--- src/rtl/revo_phase_encoder_pkg.sv ---
// rtl/revo_phase_encoder_pkg.sv - shared constants, phase encodings and phase picker for the revo path
package revo_pkg;

  localparam int WORD_W = 4;
  localparam logic [7:0] WORD_NULL = 8'b1100_0000;
  localparam logic [7:0] WORD_TRG  = 8'b0011_1111;

  typedef enum logic [1:0] {
    PH_0   = 2'd0,
    PH_90  = 2'd1,
    PH_180 = 2'd2,
    PH_270 = 2'd3
  } phase_e;

  typedef struct packed {
    logic   hit;
    phase_e ph;
  } phase_pick_t;

  // Only a clean single edge names a phase; empty or multi-edge words report no hit.
  function automatic phase_pick_t pick_phase(input logic [WORD_W-1:0] pulse);
    phase_pick_t r;
    r.hit = 1'b1;
    r.ph  = PH_0;
    case (pulse)
      4'b1000: r.ph = PH_0;
      4'b0100: r.ph = PH_90;
      4'b0010: r.ph = PH_180;
      4'b0001: r.ph = PH_270;
      default: r.hit = 1'b0;
    endcase
    return r;
  endfunction

endpackage

--- src/rtl/revo_phase_encoder_if.sv ---
// rtl/revo_phase_encoder_if.sv - revo input and word-rate output bundle
interface revo_phase_encoder_if;
  import revo_pkg::*;

  logic              revo_in;
  logic              word_valid;
  logic [WORD_W-1:0] revo_word;
  logic [WORD_W-1:0] pulse_word;
  logic [1:0]        select;
  logic              trg;
  logic [7:0]        enc_word;

  modport master (
    input  revo_in,
    output word_valid, revo_word, pulse_word, select, trg, enc_word
  );

  modport slave (
    output revo_in,
    input  word_valid, revo_word, pulse_word, select, trg, enc_word
  );

endinterface

--- src/rtl/revo_phase_encoder_deserializer.sv ---
// rtl/revo_phase_encoder_deserializer.sv - revo synchronizer, 4:1 deserializer and rising-edge detect
module revo_deserializer
  import revo_pkg::*;
#(
  parameter int SYNC_STAGES = 2
) (
  input  logic              clock,
  input  logic              reset_n,
  input  logic              revo_in_i,
  output logic              word_upd_o,
  output logic              word_valid_o,
  output logic [WORD_W-1:0] revo_word_o,
  output logic [WORD_W-1:0] pulse_word_o
);

  logic [SYNC_STAGES-1:0] sync_q;
  // Only the three older samples are ever read back, so the fourth shift bit is not kept.
  logic [WORD_W-2:0]      sh_q;
  logic [1:0]             cnt_q;
  logic                   word_valid_q;
  logic [WORD_W-1:0]      revo_word_q;
  logic [WORD_W-1:0]      revo_word_d;
  logic                   prev_lsb_q;
  logic                   s;

  assign s           = sync_q[SYNC_STAGES-1];
  assign word_upd_o  = (cnt_q == 2'd3);
  assign revo_word_d = {sh_q, s};

  always_ff @(posedge clock or negedge reset_n) begin
    if (!reset_n) begin
      sync_q       <= '0;
      sh_q         <= '0;
      cnt_q        <= '0;
      word_valid_q <= 1'b0;
      revo_word_q  <= '0;
      prev_lsb_q   <= 1'b0;
    end else begin
      sync_q       <= {sync_q[SYNC_STAGES-2:0], revo_in_i};
      sh_q         <= {sh_q[WORD_W-3:0], s};
      cnt_q        <= cnt_q + 2'd1;
      word_valid_q <= word_upd_o;
      if (word_upd_o) begin
        revo_word_q <= revo_word_d;
        prev_lsb_q  <= revo_word_q[0];
      end
    end
  end

  // Each sample is compared with the one before it; bit 3 looks back into the previous word.
  assign pulse_word_o = revo_word_q & ~{prev_lsb_q, revo_word_q[WORD_W-1:1]};
  assign word_valid_o = word_valid_q;
  assign revo_word_o  = revo_word_q;

endmodule

--- src/rtl/revo_phase_encoder.sv ---
// rtl/revo_phase_encoder.sv - revo phase select, trigger pipeline and line-word encoder
module revo_phase_encoder #(
  parameter int         SYNC_STAGES = 2,
  parameter logic [7:0] WORD_NULL   = revo_pkg::WORD_NULL,
  parameter logic [7:0] WORD_TRG    = revo_pkg::WORD_TRG
) (
  input  logic                 clock,
  input  logic                 reset_n,
  revo_phase_encoder_if.master bus
);
  import revo_pkg::*;

  logic              word_upd;
  logic              word_valid;
  logic [WORD_W-1:0] revo_word;
  logic [WORD_W-1:0] pulse_word;

  phase_pick_t       pick;
  phase_e            select_q;
  phase_e            select_d;
  logic [WORD_W-1:0] d_q;
  logic              trg_q;
  logic [7:0]        enc_q;

  revo_deserializer #(
    .SYNC_STAGES (SYNC_STAGES)
  ) u_deser (
    .clock        (clock),
    .reset_n      (reset_n),
    .revo_in_i    (bus.revo_in),
    .word_upd_o   (word_upd),
    .word_valid_o (word_valid),
    .revo_word_o  (revo_word),
    .pulse_word_o (pulse_word)
  );

  always_comb begin
    pick     = pick_phase(pulse_word);
    select_d = pick.hit ? pick.ph : select_q;
  end

  // Word-rate pipeline: revo_word -> d -> trg -> enc_word, one stage per word.
  always_ff @(posedge clock or negedge reset_n) begin
    if (!reset_n) begin
      select_q <= PH_0;
      d_q      <= '0;
      trg_q    <= 1'b0;
      enc_q    <= WORD_NULL;
    end else if (word_upd) begin
      select_q <= select_d;
      d_q      <= revo_word;
      trg_q    <= |d_q;
      enc_q    <= trg_q ? WORD_TRG : WORD_NULL;
    end
  end

  assign bus.word_valid = word_valid;
  assign bus.revo_word  = revo_word;
  assign bus.pulse_word = pulse_word;
  assign bus.select     = select_q;
  assign bus.trg        = trg_q;
  assign bus.enc_word   = enc_q;

endmodule

--- src/flat_wrapper.sv ---
// flat-port wrapper written by rule: the top's interface ports become plain ports
module revo_phase_encoder_flat import revo_pkg::*;
#(
  parameter int         SYNC_STAGES = 2,
  parameter logic [7:0] WORD_NULL   = revo_pkg::WORD_NULL,
  parameter logic [7:0] WORD_TRG    = revo_pkg::WORD_TRG
)
  (clock, reset_n, bus_revo_in, bus_word_valid, bus_revo_word, bus_pulse_word, bus_select, bus_trg, bus_enc_word);
  revo_phase_encoder_if bus_i ();
  input  logic clock;
  input  logic reset_n;
  input wire logic [$bits(bus_i.revo_in)-1:0] bus_revo_in;
  output wire logic [$bits(bus_i.word_valid)-1:0] bus_word_valid;
  output wire logic [$bits(bus_i.revo_word)-1:0] bus_revo_word;
  output wire logic [$bits(bus_i.pulse_word)-1:0] bus_pulse_word;
  output wire logic [$bits(bus_i.select)-1:0] bus_select;
  output wire logic [$bits(bus_i.trg)-1:0] bus_trg;
  output wire logic [$bits(bus_i.enc_word)-1:0] bus_enc_word;
  assign bus_i.revo_in = bus_revo_in;
  assign bus_word_valid = bus_i.word_valid;
  assign bus_revo_word = bus_i.revo_word;
  assign bus_pulse_word = bus_i.pulse_word;
  assign bus_select = bus_i.select;
  assign bus_trg = bus_i.trg;
  assign bus_enc_word = bus_i.enc_word;
  revo_phase_encoder #(.SYNC_STAGES(SYNC_STAGES), .WORD_NULL(WORD_NULL), .WORD_TRG(WORD_TRG)) u_core (.clock(clock), .reset_n(reset_n), .bus(bus_i));
endmodule
--- config.mk ---
export PLATFORM = sky130hd
export DESIGN_NAME = revo_phase_encoder_flat
export DESIGN_NICKNAME = d
export VERILOG_FILES = /design/src/rtl/revo_phase_encoder_pkg.sv /design/src/rtl/revo_phase_encoder_if.sv /design/src/rtl/revo_phase_encoder_deserializer.sv /design/src/rtl/revo_phase_encoder.sv /design/src/flat_wrapper.sv
export SDC_FILE = /design/constraint.sdc
export NUM_CORES = 1
export LEC_CHECK = 0
export CORE_AREA = 2 2 45 47
export DETAILED_ROUTE_END_ITERATION = 8
export DIE_AREA = 0 0 47 49
export PLACE_DENSITY = 0.86
export SETUP_SLACK_MARGIN = 0.1
export SYNTH_ARGS = -nofsm -noshare
export SYNTH_HDL_FRONTEND = slang
export SYNTH_SLANG_ARGS = --single-unit
--- constraint.sdc ---
create_clock -name clock -period 3.2 [get_ports clock]
set_input_delay 0.48 -clock clock [delete_from_list [all_inputs] [get_ports clock]]
set_output_delay 0.48 -clock clock [all_outputs]
set_load 0.005 [all_outputs]
==> impl_summary.log, run 1 <==
[metrics] status: complete, no violations
[metrics] share of post-route cells with drive strength above 1: 0.1905
[metrics] Post-Synthesis Net Count: 68
[metrics] required time of the critical path: 2.72 ns
[metrics] cts hold-fix bufs: 0
[metrics] CORE AREA: 1842 um^2
[metrics] CTS max path bufs: 2
[metrics] Initial Utilization: 0.4647
[metrics] vias in the first global route: 506
[metrics] cell area after synthesis: 855.8 um^2
[metrics] r2r setup slk: 1.77 ns
[metrics] pin count of the biggest net entering global routing: 22
[metrics] Overall Global Routing Usage: 0.1464
[metrics] placed cells: 107
[metrics] setup repair after global routing missed its margin: false
[metrics] type of destination of the critical path: primary output
[metrics] path type of the worst min-delay path: reg -> reg
[metrics] number of cells in the finished layout apart from fillers: 111
[metrics] Net count, final: 89
[metrics] Site Rows: 16
[metrics] Post-CTS Repair Setup Buffers: 0
[metrics] peak fanout along the critical path: 8
[metrics] final worst path period share: 0.6300
[metrics] buffers added on ports: 22
[metrics] final-report setup violation count: 0
[metrics] number of flip-flops and latches in the synthesized netlist: 21
[metrics] cell type with the largest total area after synthesis: sky130_fd_sc_hd__dfrtp_1
[metrics] wire length of the first global-routing pass: 2352 um
[metrics] CTS HTree Levels: 1
[metrics] worst setup slack after layout: 1.184 ns
[metrics] post-cts gate resize count: 0
[metrics] worst-case headroom to the max-slew limit: 0.4010
[metrics] post-synth top area share: 0.5848
[metrics] CTS tree: yes
[metrics] Max rail drop VDD: 0.2151 mV
[metrics] boundary pin count: 23
[metrics] average wire per standard cell: 12.74 um
[metrics] static leakage: 0.4716 nW
[metrics] Num Clock Sinks: 21
[metrics] insertion delay to the later sink of the worst-skew pair: 0.30 ns
[metrics] clock root buffer: sky130_fd_sc_hd__clkbuf_4
[metrics] most area-consuming cells after synthesis: sky130_fd_sc_hd__dfrtp_1 (58%), sky130_fd_sc_hd__mux2_2 (11%), sky130_fd_sc_hd__buf_4 (5.3%)
[metrics] initial antenna violation count: 0
[metrics] Final Slew Violations: 0
[metrics] last weighted congestion value of the routability-driven placer: 0.7288
[metrics] number of clock buffers inserted by TritonCTS: 3
[metrics] setup tns final: 0 ns
[metrics] clock-pin slew on the worst setup and hold paths: 0.11 ns
[metrics] CP Launch Type: flip-flop
[metrics] drt initial violations: 3
[metrics] drt drc: 0
[metrics] minimum clock period: 2.016 ns
[metrics] number of violations of the max-capacitance limit: 0
[metrics] worst flop-to-flop path endpoint: u_core.bus.select[0]
[metrics] Worst Path Arrival: 1.54 ns
[metrics] DIE HEIGHT: 49 um
[metrics] Worst Setup Path Type: reg -> out
[metrics] Mean Syn Cell Area: 13.37 um^2
[metrics] sequential cell area fraction in the yosys report: 0.6155
[metrics] launching element of the worst setup path: u_core.u_deser.revo_word_o[1]
[metrics] cell count after synthesis: 64
[metrics] count of cell types in the netlist: 21
[metrics] power per standard cell area: 423.8 nW/um^2
[metrics] total wire length after detailed routing: 1414 um
[metrics] maximum clock rate: 496.0 MHz
[metrics] hold_sp: u_core.u_deser.sync_q[0]
[metrics] YS warnings: 0
[metrics] diodes inserted: 0
[metrics] worst slack at placement: 1.512 ns
[metrics] Final Hold Viols: 0
[metrics] Fin Clk Skew: 0.003360 ns
[metrics] Vias: 509
[metrics] total die area: 2303 um^2
[metrics] DRT antenna net count: 0
[metrics] Horiz. Die Dim: 47 um
[metrics] destination of the critical timing path: bus_pulse_word[0]
[metrics] Fin Hold WS: 0.3707 ns
[metrics] number of fill cells in the layout: 162
[metrics] Worst R2R Path Depth: 4
[metrics] number of detailed-routing iterations run before antenna repair: 2
[metrics] area grow syn2layout: 27.92%
[metrics] Via-to-Cell Ratio: 4.586
[metrics] startpoint of the worst-slack reg-to-reg timing path: u_core.d_q[0]
[metrics] GRT Residual Overflow: 0
[metrics] slew at the pin with the worst max-slew slack: 0.8957 ns
-- worst max-delay path, cell delays in order, from the launching register on --
cell and delay, ns:
sky130_fd_sc_hd__dfrtp_1 0.45, sky130_fd_sc_hd__and2b_1 0.27, sky130_fd_sc_hd__clkdlybuf4s50_1 0.51
-- layout make-up --
| cell class | count | area (um^2) | share of cell area |
|---|---|---|---|
| flip-flops and latches | 21 | 526.8 | 0.4811 |
| multi-input cells | 32 | 264.0 | 0.2411 |
| repair buffers | 23 | 227.7 | 0.2080 |
| well taps | 27 | 33.78 | 0.03086 |
| clock buffers | 3 | 22.52 | 0.02057 |
| inverters | 4 | 15.01 | 0.01371 |
| clock inverters | 1 | 5.005 | 0.004571 |
-- registers in the layout (all words and copies together), names as in the netlist --
name and cells:
u_core.u_deser.revo_word_o 4, u_core.bus.enc_word 2, u_core.bus.trg 1, u_core.d_q 4, u_core.u_deser.sh_q 3, u_core.u_deser.sync_q 2
u_core.bus.select 2, u_core.u_deser.cnt_q 2, u_core.u_deser.word_valid_o 1
-- placed cells by master, fill, tap and decap left out, types with 2 or more instances in the layout --
cell type,n
sky130_fd_sc_hd__mux2i_1,2
sky130_fd_sc_hd__dfrtp_1,20
sky130_fd_sc_hd__nor2_1,4
sky130_fd_sc_hd__xor2_1,2
sky130_fd_sc_hd__clkdlybuf4s50_1,22
sky130_fd_sc_hd__clkbuf_4,3
sky130_fd_sc_hd__nand2_1,2
sky130_fd_sc_hd__nand2b_1,2
sky130_fd_sc_hd__o21ai_0,2
sky130_fd_sc_hd__mux2_2,8
sky130_fd_sc_hd__mux2_1,2
sky130_fd_sc_hd__inv_1,4
-- worst min-delay path by stage --
| stage | slack, ns | end | cells after the start |
|---|---|---|---|
| 4_1_cts | 0.38 | u_core.u_deser.sync_q[1] | 0 |
| 2_1_floorplan | 0.18 | u_core.bus.enc_word[5] | 0 |
| 3_3_place_gp | 0.34 | u_core.u_deser.sync_q[1] | 0 |
| 5_1_grt | 0.38 | u_core.u_deser.sync_q[1] | 0 |
| 6_report | 0.37 | u_core.u_deser.sync_q[1] | 0 |
| 3_5_place_dp | 0.34 | u_core.u_deser.sync_q[1] | 0 |
-- report_power, final --
| part | leakage, nW | switching [mW] | total [mW] | internal [mW] |
|---|---|---|---|---|
| Clock | 0.0177 | 0.0767 | 0.123 | 0.0466 |
| Combinational | 0.210 | 0.0183 | 0.0508 | 0.0325 |
| Sequential | 0.243 | 0.0113 | 0.290 | 0.279 |
-- synth_stat cells (all sizes together) --
cell and instances:
a21oi 1, a31oi 1, and2b 2, buf 7
dfrtp 20, dfstp 1, ha 1, inv 4
mux2 10, mux2i 2, nand2 2, nand2b 2
nor2 4, nor4 1, o21ai 2, o31ai 1
xnor2 1, xor2 2
-- per-layer routing --
layer / track usage / wire [um]
met5: 0 / 0
met4: 0.08333 / 8
met3: 0.04074 / 80
met2: 0.1963 / 683
met1: 0.2100 / 642
-- stage by stage --
stage | instance area, um^2 | power [mW] | utilization
after global placement | 1067 | 0.3454 | 0.5795
after CTS | 1095 | 0.4723 | 0.5944
after floorplan | 855.8 | 0.3135 | -
final | 1095 | 0.4640 | 0.5944
after global routing | 1095 | 0.4904 | 0.5944
after detailed placement | 1067 | 0.3472 | 0.5795
-- kinds of logic (layout without fill, tap and decap cells) --
kind of cell    Yosys count  after routing  share of synthesized area
xor+xnor                  3              3                    0.03071
fa+ha+maj                 1              1                    0.01462
flops                    21             21                     0.6155
buf+inv                  11             31                    0.07601
compound gates            5              5                    0.04093
simple gates             11             11                    0.06726
mux                      12             12                     0.1550
No activity file was read; power rests on OpenSTA's default activity.
==> inputs of run 2 (changes only) <==
- CORE_AREA: 2 2 45 47 -> 2 2 47 49
- DIE_AREA: 0 0 47 49 -> 0 0 49 51
- PLACE_DENSITY: 0.86 -> 0.8
- clock period: 3.2 -> 1.9 ns (I/O delays scaled with it)
==> run 2 against run 1 <==
  * Critical path depth unchanged
  * Design area up 7.0%
  * Clock power grew 71%
  * Non-clock buffer count is 8 higher
  * Total power is 73% higher
  * Register-to-register slack worse by 1.4 ns
  * First-iteration DRC count unchanged
  * Clock-buffer cell count is 1 higher
  * Final cell count is 8.1% higher
  * Routed wire length grew 8.3%
==> impl_summary.log, run 2 (synthesis gave the netlist of run 1 again) <==
[metrics] Initial Utilization: 0.4148
[metrics] most frequent standard cell in the layout excluding fill and tap cells: sky130_fd_sc_hd__clkdlybuf4s50_1
[metrics] pin count of the biggest net entering global routing: 15
[metrics] CTS HTree Levels: 1
[metrics] drt drc: 0
[metrics] r2r setup slk: 0.38 ns
[metrics] insertion delay to the later sink of the worst-skew pair: 0.30 ns
[metrics] Num Clock Sinks: 21
[metrics] CTS tree: yes
[metrics] area of the multi-input gates: 272.8 um^2
[metrics] wire length of the first global-routing pass: 2394 um
[metrics] number of violations of the max-capacitance limit: 0
[metrics] ordered cell list for the critical path: and2b_2 -> clkdlybuf4s50_1
[metrics] boundary pin count: 23
[metrics] final cell utilization of the core: 0.5676
[metrics] required time of the critical path: 1.62 ns
[metrics] clock-pin slew on the worst setup and hold paths: 0.11 ns
[metrics] cell type of the slowest stage on the worst timing path: sky130_fd_sc_hd__clkdlybuf4s50_1
[metrics] CP Launch Type: flip-flop
[metrics] CTS max path bufs: 2
[metrics] final worst path period share: 0.9290
[metrics] Register Area: 531.8 um^2
[metrics] share of post-route cells with drive strength above 1: 0.3152
[metrics] total die area: 2499 um^2
[metrics] number of cells in the finished layout apart from fillers: 120
[metrics] Top Family by Delay on Critical Path: buffers and inverters
[metrics] drt initial violations: 3
[metrics] Final Hold Viols: 0
[metrics] Via-to-Cell Ratio: 4.533
[metrics] GRT Residual Overflow: 0
[metrics] cts hold-fix bufs: 0
[metrics] total power consumption of the routed design: 801.1 uW
[metrics] number of clock buffers inserted by TritonCTS: 3
[metrics] vias in the first global route: 493
[metrics] status: complete, no violations
[metrics] setup tns final: 0 ns
[metrics] placed cells: 109
[metrics] number of fill cells in the layout: 180
[metrics] buffers added on ports: 22
[metrics] Final Slew Violations: 0
[metrics] Overall Global Routing Usage: 0.1304
[metrics] slew at the pin with the worst max-slew slack: 0.4631 ns
[metrics] Worst Setup Path Type: reg -> out
[metrics] crit-path max cell delay: 0.50 ns
[metrics] Worst Path Arrival: 1.48 ns
[metrics] worst-case headroom to the max-slew limit: 0.6903
[metrics] DRT antenna net count: 0
[metrics] number of detailed-routing iterations run before antenna repair: 2
[metrics] static leakage: 0.5228 nW
[metrics] path type of the worst min-delay path: in -> async
[metrics] type of destination of the critical path: primary output
[metrics] most frequent cells in the layout: sky130_fd_sc_hd__clkdlybuf4s50_1 (21), sky130_fd_sc_hd__dfrtp_1 (16), sky130_fd_sc_hd__buf_4 (9)
[metrics] last weighted congestion value of the routability-driven placer: 0.8086
[metrics] startpoint of the worst-slack reg-to-reg timing path: u_core.u_deser.revo_word_o[3]
[metrics] power per standard cell area: 684.0 nW/um^2
[metrics] initial antenna violation count: 0
[metrics] area grow syn2layout: 36.84%
[metrics] CORE AREA: 2063 um^2
[metrics] DIE HEIGHT: 51 um
[metrics] maximum clock rate: 566.5 MHz
[metrics] Worst Path Buf+Inv: 1
[metrics] Horiz. Die Dim: 49 um
[metrics] average wire per standard cell: 12.76 um
[metrics] final-report setup violation count: 0
[metrics] setup repair after global routing missed its margin: true
[metrics] Fin Clk Skew: 0.005938 ns
[metrics] Site Rows: 17
[metrics] Vias: 544
[metrics] peak fanout along the critical path: 4
[metrics] worst flop-to-flop path endpoint: u_core.bus.select[0]
[metrics] Max rail drop VDD: 0.4707 mV
[metrics] total wire length after detailed routing: 1531 um
[metrics] half-perimeter wire length after placement: 1067 um
[metrics] diodes inserted: 0
[metrics] Worst R2R Path Depth: 5
[metrics] clock root buffer: sky130_fd_sc_hd__clkbuf_4
[metrics] Net count, final: 97
[metrics] minimum clock period: 1.765 ns
[run 2: timing repair]
action                                  CTS  global route
buffers inserted                          3             4
gates resized for setup                   3             4
gates cloned                              0             0
endpoints found under the setup margin    3             3
[run 2: final cells by class]
type | count | share of cell area
flip-flops and latches | 21 | 0.4541
repair buffers | 31 | 0.2479
multi-input cells | 32 | 0.2329
well taps | 28 | 0.02991
clock buffers | 4 | 0.02244
inverters | 4 | 0.01282
[run 2: how the worst max path moves through the flow]
stage / slack, ns / endpoint / cells past startpoint / from
after global placement: 0.43 / bus_pulse_word[0] / 2 / u_core.u_deser.revo_word_o[1]
after detailed placement: 0.40 / bus_pulse_word[0] / 2 / u_core.u_deser.revo_word_o[1]
after global routing: 0.07 / bus_pulse_word[0] / 2 / u_core.u_deser.revo_word_o[1]
after CTS: 0.1 / bus_pulse_word[0] / 2 / u_core.u_deser.revo_word_o[0]
final: 0.13 / bus_pulse_word[0] / 2 / u_core.u_deser.revo_word_o[1]
after floorplan: 0.56 / u_core.bus.select[0] / 4 / u_core.u_deser.revo_word_o[2]
[run 2: where the power goes]
part	internal [mW]	switching, mW
clock	0.0820	0.128
sequential	0.470	0.0170
combinational	0.0664	0.0376
total	0.618	0.183
[run 2: routing by layer]
metal	global-route usage	vias up	wire (um)
met5	0	-	0
met2	0.1963	13	714
li1	-	264	-
met4	0.08571	0	35
met3	0.02339	5	54
met1	0.1741	262	726
[run 2: stage by stage]
stage	cell area [um^2]	setup WS, ns	hold slack, ns
2_1_floorplan	855.8	0.5577	-0.01059
3_3_place_gp	1076	0.4327	0.3427
3_5_place_dp	1076	0.3990	0.3418
4_1_cts	1129	0.09717	0.2826
5_1_grt	1171	0.06794	0.3014
6_report	1171	0.1349	0.2853
==> inputs of run 3 (changes only) <==
- SLEW_MARGIN: default -> 10
==> results of run 3 <==
Final layout, timing and power as in run 2 (identical DEF).
